### src/rtl/eth_pkg.sv
// Shared definitions for the Ethernet transmit path: frame-scheduler state
// encoding, grant codes and retry counter width.
package eth_pkg;

    localparam int RETRY_W = 4;

    typedef logic [1:0] grant_t;

    localparam grant_t GRANT_NONE = 2'b00;
    localparam grant_t GRANT_DATA = 2'b01;
    localparam grant_t GRANT_CTRL = 2'b10;

    localparam logic [2:0] ST_IDLE   = 3'd0;
    localparam logic [2:0] ST_START  = 3'd1;
    localparam logic [2:0] ST_ACTIVE = 3'd2;
    localparam logic [2:0] ST_RETRY  = 3'd3;
    localparam logic [2:0] ST_DONE   = 3'd4;

endpackage

### src/rtl/eth_tx_frame_sched_if.sv
// Request/ack and tx-state-machine signals around the transmit frame scheduler.
// master = frame sources + tx state machine, slave = scheduler.
interface eth_tx_frame_sched_if;
    import eth_pkg::*;

    logic               DataReq;
    logic               CtrlReq;
    logic               StateIdle;
    logic               StateJam;
    logic               TxDone;
    logic               TxErr;
    logic               TxStartFrm;
    grant_t             Grant;
    logic [RETRY_W-1:0] RetryCnt;
    logic               RetryMax;
    logic               DataAck;
    logic               CtrlAck;
    logic               TxOk;
    logic               Busy;

    modport slave (
        input  DataReq, CtrlReq, StateIdle, StateJam, TxDone, TxErr,
        output TxStartFrm, Grant, RetryCnt, RetryMax, DataAck, CtrlAck, TxOk, Busy
    );

    modport master (
        output DataReq, CtrlReq, StateIdle, StateJam, TxDone, TxErr,
        input  TxStartFrm, Grant, RetryCnt, RetryMax, DataAck, CtrlAck, TxOk, Busy
    );

endinterface

### src/rtl/eth_tx_frame_sched.sv
// Transmit frame scheduler: arbitrates data vs control frames, launches the
// granted frame, counts collision retries and acks the requester on completion.
module eth_tx_frame_sched
    import eth_pkg::*;
#(
    parameter int RETRY_LIMIT = 15,
    parameter int CTRL_BURST  = 2
) (
    input  logic                 MTxClk,
    input  logic                 Reset,
    eth_tx_frame_sched_if.slave  bus
);

    localparam logic [RETRY_W-1:0] RETRY_LIM = RETRY_W'(RETRY_LIMIT);
    // ctrlRun saturates at 3, so a larger burst setting behaves like 3
    // instead of starving the data path forever.
    localparam logic [1:0] BURST_SAT = (CTRL_BURST > 3) ? 2'd3 : 2'(CTRL_BURST);

    logic [2:0]         state;
    grant_t             grant;
    logic [RETRY_W-1:0] retryCnt;
    logic [1:0]         ctrlRun;
    logic               jamQ;
    logic               txOkQ;

    logic retryMax;
    logic jamRise;
    logic anyReq;
    logic pickCtrl;

    assign retryMax = (retryCnt == RETRY_LIM);
    assign jamRise  = bus.StateJam & ~jamQ;
    assign anyReq   = bus.DataReq | bus.CtrlReq;
    assign pickCtrl = bus.CtrlReq & (~bus.DataReq | (ctrlRun < BURST_SAT));

    always_ff @(posedge MTxClk) begin
        if (Reset) begin
            state    <= ST_IDLE;
            grant    <= GRANT_NONE;
            retryCnt <= '0;
            ctrlRun  <= '0;
            jamQ     <= 1'b0;
            txOkQ    <= 1'b0;
        end else begin
            jamQ <= bus.StateJam;
            case (state)
                ST_IDLE: begin
                    if (bus.StateIdle && anyReq) begin
                        retryCnt <= '0;
                        state    <= ST_START;
                        if (pickCtrl) begin
                            grant <= GRANT_CTRL;
                            if (!bus.DataReq)
                                ctrlRun <= '0;
                            else if (ctrlRun != 2'd3)
                                ctrlRun <= ctrlRun + 2'd1;
                        end else begin
                            grant   <= GRANT_DATA;
                            ctrlRun <= '0;
                        end
                    end
                end
                // The tx state machine may sit in idle for carrier sense;
                // keep requesting until it actually leaves.
                ST_START: begin
                    if (!bus.StateIdle)
                        state <= ST_ACTIVE;
                end
                ST_ACTIVE: begin
                    if (bus.TxErr) begin
                        state <= ST_DONE;
                        txOkQ <= 1'b0;
                    end else if (bus.TxDone) begin
                        state <= ST_DONE;
                        txOkQ <= 1'b1;
                    end else if (jamRise) begin
                        if (retryMax) begin
                            state <= ST_DONE;
                            txOkQ <= 1'b0;
                        end else begin
                            retryCnt <= retryCnt + 1'b1;
                            state    <= ST_RETRY;
                        end
                    end
                end
                ST_RETRY: begin
                    if (bus.TxErr) begin
                        state <= ST_DONE;
                        txOkQ <= 1'b0;
                    end else if (bus.StateIdle) begin
                        state <= ST_START;
                    end
                end
                ST_DONE: begin
                    state <= ST_IDLE;
                    grant <= GRANT_NONE;
                end
                default: state <= ST_IDLE;
            endcase
        end
    end

    assign bus.TxStartFrm = (state == ST_START);
    assign bus.Grant      = grant;
    assign bus.RetryCnt   = retryCnt;
    assign bus.RetryMax   = retryMax;
    assign bus.DataAck    = (state == ST_DONE) && (grant == GRANT_DATA);
    assign bus.CtrlAck    = (state == ST_DONE) && (grant == GRANT_CTRL);
    assign bus.TxOk       = (state == ST_DONE) && txOkQ;
    assign bus.Busy       = (state != ST_IDLE);

endmodule

### src/flat_wrapper.sv
// flat-port wrapper written by rule: the top's interface ports become plain ports
module eth_tx_frame_sched_flat import eth_pkg::*;
#(
    parameter int RETRY_LIMIT = 15,
    parameter int CTRL_BURST  = 2
)
  (MTxClk, Reset, bus_DataReq, bus_CtrlReq, bus_StateIdle, bus_StateJam, bus_TxDone, bus_TxErr, bus_TxStartFrm, bus_Grant, bus_RetryCnt, bus_RetryMax, bus_DataAck, bus_CtrlAck, bus_TxOk, bus_Busy);
  eth_tx_frame_sched_if bus_i ();
  input  logic MTxClk;
  input  logic Reset;
  input wire logic [$bits(bus_i.DataReq)-1:0] bus_DataReq;
  input wire logic [$bits(bus_i.CtrlReq)-1:0] bus_CtrlReq;
  input wire logic [$bits(bus_i.StateIdle)-1:0] bus_StateIdle;
  input wire logic [$bits(bus_i.StateJam)-1:0] bus_StateJam;
  input wire logic [$bits(bus_i.TxDone)-1:0] bus_TxDone;
  input wire logic [$bits(bus_i.TxErr)-1:0] bus_TxErr;
  output wire logic [$bits(bus_i.TxStartFrm)-1:0] bus_TxStartFrm;
  output wire logic [$bits(bus_i.Grant)-1:0] bus_Grant;
  output wire logic [$bits(bus_i.RetryCnt)-1:0] bus_RetryCnt;
  output wire logic [$bits(bus_i.RetryMax)-1:0] bus_RetryMax;
  output wire logic [$bits(bus_i.DataAck)-1:0] bus_DataAck;
  output wire logic [$bits(bus_i.CtrlAck)-1:0] bus_CtrlAck;
  output wire logic [$bits(bus_i.TxOk)-1:0] bus_TxOk;
  output wire logic [$bits(bus_i.Busy)-1:0] bus_Busy;
  assign bus_i.DataReq = bus_DataReq;
  assign bus_i.CtrlReq = bus_CtrlReq;
  assign bus_i.StateIdle = bus_StateIdle;
  assign bus_i.StateJam = bus_StateJam;
  assign bus_i.TxDone = bus_TxDone;
  assign bus_i.TxErr = bus_TxErr;
  assign bus_TxStartFrm = bus_i.TxStartFrm;
  assign bus_Grant = bus_i.Grant;
  assign bus_RetryCnt = bus_i.RetryCnt;
  assign bus_RetryMax = bus_i.RetryMax;
  assign bus_DataAck = bus_i.DataAck;
  assign bus_CtrlAck = bus_i.CtrlAck;
  assign bus_TxOk = bus_i.TxOk;
  assign bus_Busy = bus_i.Busy;
  eth_tx_frame_sched #(.RETRY_LIMIT(RETRY_LIMIT), .CTRL_BURST(CTRL_BURST)) u_core (.MTxClk(MTxClk), .Reset(Reset), .bus(bus_i));
endmodule
### config.mk
export PLATFORM = sky130hd
export DESIGN_NAME = eth_tx_frame_sched_flat
export DESIGN_NICKNAME = d
export VERILOG_FILES = /design/src/rtl/eth_pkg.sv /design/src/rtl/eth_tx_frame_sched_if.sv /design/src/rtl/eth_tx_frame_sched.sv /design/src/flat_wrapper.sv
export SDC_FILE = /design/constraint.sdc
export NUM_CORES = 1
export LEC_CHECK = 0
export CORE_UTILIZATION = 49
export DETAILED_ROUTE_END_ITERATION = 10
export PLACE_DENSITY = 0.89
export SETUP_SLACK_MARGIN = 0.15
export SLEW_MARGIN = 20
export SYNTH_ARGS = -nofsm -noshare
export SYNTH_HDL_FRONTEND = slang
export SYNTH_SLANG_ARGS = --single-unit
export TNS_END_PERCENT = 5
### constraint.sdc
create_clock -name MTxClk -period 4.8 [get_ports MTxClk]
set_input_delay 0.72 -clock MTxClk [delete_from_list [all_inputs] [get_ports MTxClk]]
set_output_delay 0.72 -clock MTxClk [all_outputs]
set_load 0.05 [all_outputs]
==> summary.txt <==
Clock tree
  – Cts repair resizes: 0
  – Skew-Pair Late Insertion Delay: 270 ps
  – Clock root buffer: clkbuf_4
  – Cts bufs inserted: 3
  – CTS Sinks: 13
  – Clock transition at path regs: 80 ps
  – Post-CTS setup buffers: 0
  – CTS H-tree depth: 1
  – CTS Hold Buffers Added: 0
  – CTS tree: yes
  – Clock buffer depth: 2

Place
  – Dpl ws: 1868 ps
  – Detail Placement HPWL: 1321 um
  – Port bufs: 19
  – RD Place Congestion: 0.8502

Yosys
  – Compound-gate portion of the synthesized area: 0.2470
  – Post-synth EDFFs: 0
  – Main combinational cell family by area after synthesis: simple AND/OR/NAND/NOR gates
  – Area contributors post-synth: dfxtp_1 (35%), a21oi_1 (4.1%), ha_1 (3.4%)
  – Synth top area share: 0.3519
  – Commonest cells in the netlist: dfxtp_1 (13), a21oi_1 (6), nor2_1 (6), inv_1 (5), nand2_1 (5)
  – Seq/Total Area, Yosys: 0.3519
  – Simple-Gate Fraction of Synth Area: 0.3164
  – Syn Nets: 95
  – FF+latch count, synth: 13
  – Post-Synthesis Cells: 85
  – XOR/XNOR Fraction of Synth Area: 0
  – Largest area contributor in the netlist: dfxtp_1
  – Netlist cell types: 34
  – Synth async-reset ratio: 0
  – YS warnings: 0
  – Post-synthesis adder-cell area fraction: 0.03384
  – Most frequent cell after synthesis: dfxtp_1
  – Most frequently used flop master after synthesis: dfxtp_1
  – Post-synthesis mux area share: 0.01523
  – Mean Syn Cell Area: 8.700 um^2
  – Mapped cell area: 739.5 um^2

Final layout
  – Number of antenna diodes: 0
  – Layout cells sized above 1: 0.09346
  – Syn-to-layout area delta: 30.80%
  – Fin util: 0.7164
  – Nets: 118

Hold path
  – Hold Crit Class: reg -> reg

Detailed routing
  – Via-to-Cell Ratio: 6.115
  – Drt drc: 0
  – Initial DRT Pass Iterations: 5
  – Vias: 746
  – 1st-iter DRT viols: 22
  – Detailed-route wire length per cell: 14.21 um
  – Routed Antenna Nets: 0
  – Routed WL: 1734 um

Global route
  – Largest net degree at the start of global routing: 12
  – GR Overflow Total: 0
  – Number of global-route vias before repair: 610
  – Initial antenna violation count: 0
  – Global Route Usage Sum: 0.2508
  – First-pass GRT wire length: 2704 um

Critical path
  – CP arrival: 2520 ps
  – Crit-path max FO: 7
  – Critical path endpoint category: output pin
  – Critical-path top delay cell: clkdlybuf4s50_1
  – Required @ worst endpoint: 4080 ps
  – Critical path cell sequence: inv_1 > or3_2 > nor3b_1 > clkdlybuf4s50_1
  – Max incr delay on CP: 870 ps
  – Cell family with most CP delay: buffers and inverters
  – CP Buf/Inv Count: 2
  – Critical path class: reg -> out
  – CP startpoint kind: register

Pwr
  – Peak supply drop: 192.5 uV
  – Total leakage power: 0.0003569 uW
  – Overall Power: 236.7 uW
  – PwrDens: 244.7 nW/um^2

STA
  – Post-route clock period utilization: 0.6755
  – Slew headroom: 0.6605
  – Final Setup Violations: 0
  – RSZ-0062 raised after global routing: no
  – Setup ws final: 1558 ps
  – Min cycle time layout: 3242 ps
  – Sum Neg Setup Slack: 0 ps
  – Hold WS: 487.0 ps
  – Fin. max-slew vios: 0
  – Layout Skew: 2.739 ps
  – Max Fclk: 308.4 MHz
  – Slew @ Worst Pin: 507.6 ps
  – Final Hold Viols: 0

Floorplanning
  – Die W: 40.85 um
  – # IOs: 20
  – Core Footprint: 1350 um^2
  – Die H: 40.85 um
  – Die area: 1668 um^2
  – Initial Util: 0.5477
  – FP Rows: 13

Run
  – Max Cap Viol: 0

Status
  – Status: finished, final reports clean
[area by class of cell]
| type | count | area [um^2] |
|---|---|---|
| inverters | 5 | 18.77 |
| clock buffers | 4 | 26.28 |
| repair buffers | 19 | 190.2 |
| well taps | 15 | 18.77 |
| fillers | 102 | 382.9 |
| flip-flops and latches | 13 | 260.3 |
| multi-input cells | 66 | 452.9 |
[placed cells by master, fill, tap and decap left out, drive strengths merged, types with 2 or more instances in the layout]
master / netlist / routed
a21boi: 4 / 4
a21oi: 6 / 6
a31oi: 2 / 2
and3: 3 / 3
clkbuf: 0 / 4
clkdlybuf4s50: 0 / 19
dfxtp: 13 / 13
ha: 2 / 2
inv: 5 / 5
nand2: 5 / 5
nand2b: 2 / 2
nor2: 6 / 6
nor3: 3 / 3
nor3b: 4 / 4
o211a: 2 / 2
o21a: 2 / 2
o21ai: 4 / 4
o31ai: 2 / 2
or3: 5 / 5
or4: 3 / 3
[registers in the layout, summed over array words and instances, names as in the netlist]
name,count
u_core.state,3
u_core.bus.RetryCnt,4
u_core.txOkQ,1
u_core.jamQ,1
u_core.ctrlRun,2
u_core.bus.Grant,2
[final timing paths]
kind	startpoint	to	slack, ps	cells after the start
worst max-delay path	u_core.state[2]$_SDFFE_PP0P_	bus_CtrlAck	1560	4
worst min-delay path	u_core.ctrlRun[1]$_SDFFE_PP0P_	u_core.ctrlRun[1]$_SDFFE_PP0P_	490	2
worst max register to register	u_core.bus.RetryCnt[0]$_SDFFE_PP0P_	u_core.bus.RetryCnt[2]$_SDFFE_PP0P_	2890	5
worst min register to register	u_core.ctrlRun[1]$_SDFFE_PP0P_	u_core.ctrlRun[1]$_SDFFE_PP0P_	490	2
[metrics by stage]
| stage | instance area, um^2 | cells |
|---|---|---|
| floorplan | 739.5 | 85 |
| global placement | 940.9 | 118 |
| detailed placement | 940.9 | 118 |
| CTS | 967.2 | 122 |
| global route | 967.2 | 122 |
| finish | 967.2 | 122 |
[where the power goes]
part           leakage (uW)  switching [uW]  total, uW  internal, uW
clock network     0.0000150            35.5       67.6          32.1
logic              0.000236            31.0       52.5          21.5
registers          0.000106            4.98        117           112
total              0.000357            71.4        237           165
[tightest hold or removal path: stages, from the launching register on]
cell     delay, ps
dfxtp_1        340
nand2_1         60
a21oi_1         50
[cell families (layout without fill, tap and decap cells)]
| family | after synthesis | in the layout |
|---|---|---|
| buffers and inverters | 6 | 28 |
| AO/OA/AOI/OAI | 26 | 26 |
| flip-flops | 13 | 13 |
| adder cells (fa/ha/maj) | 2 | 2 |
| AND/OR/NAND/NOR | 37 | 37 |
| multiplexers | 1 | 1 |
[metal layers]
| metal | track usage | part of all wire | vias up |
|---|---|---|---|
| met2 | 0.4648 | 0.53 | 28 |
| met3 | 0.04891 | 0.048 | 2 |
| met5 | 0 | 0 | - |
| met1 | 0.2721 | 0.42 | 349 |
| li1 | - | - | 367 |
| met4 | 0.1000 | 0.0081 | 0 |
Power figures use the tool's default switching activity.
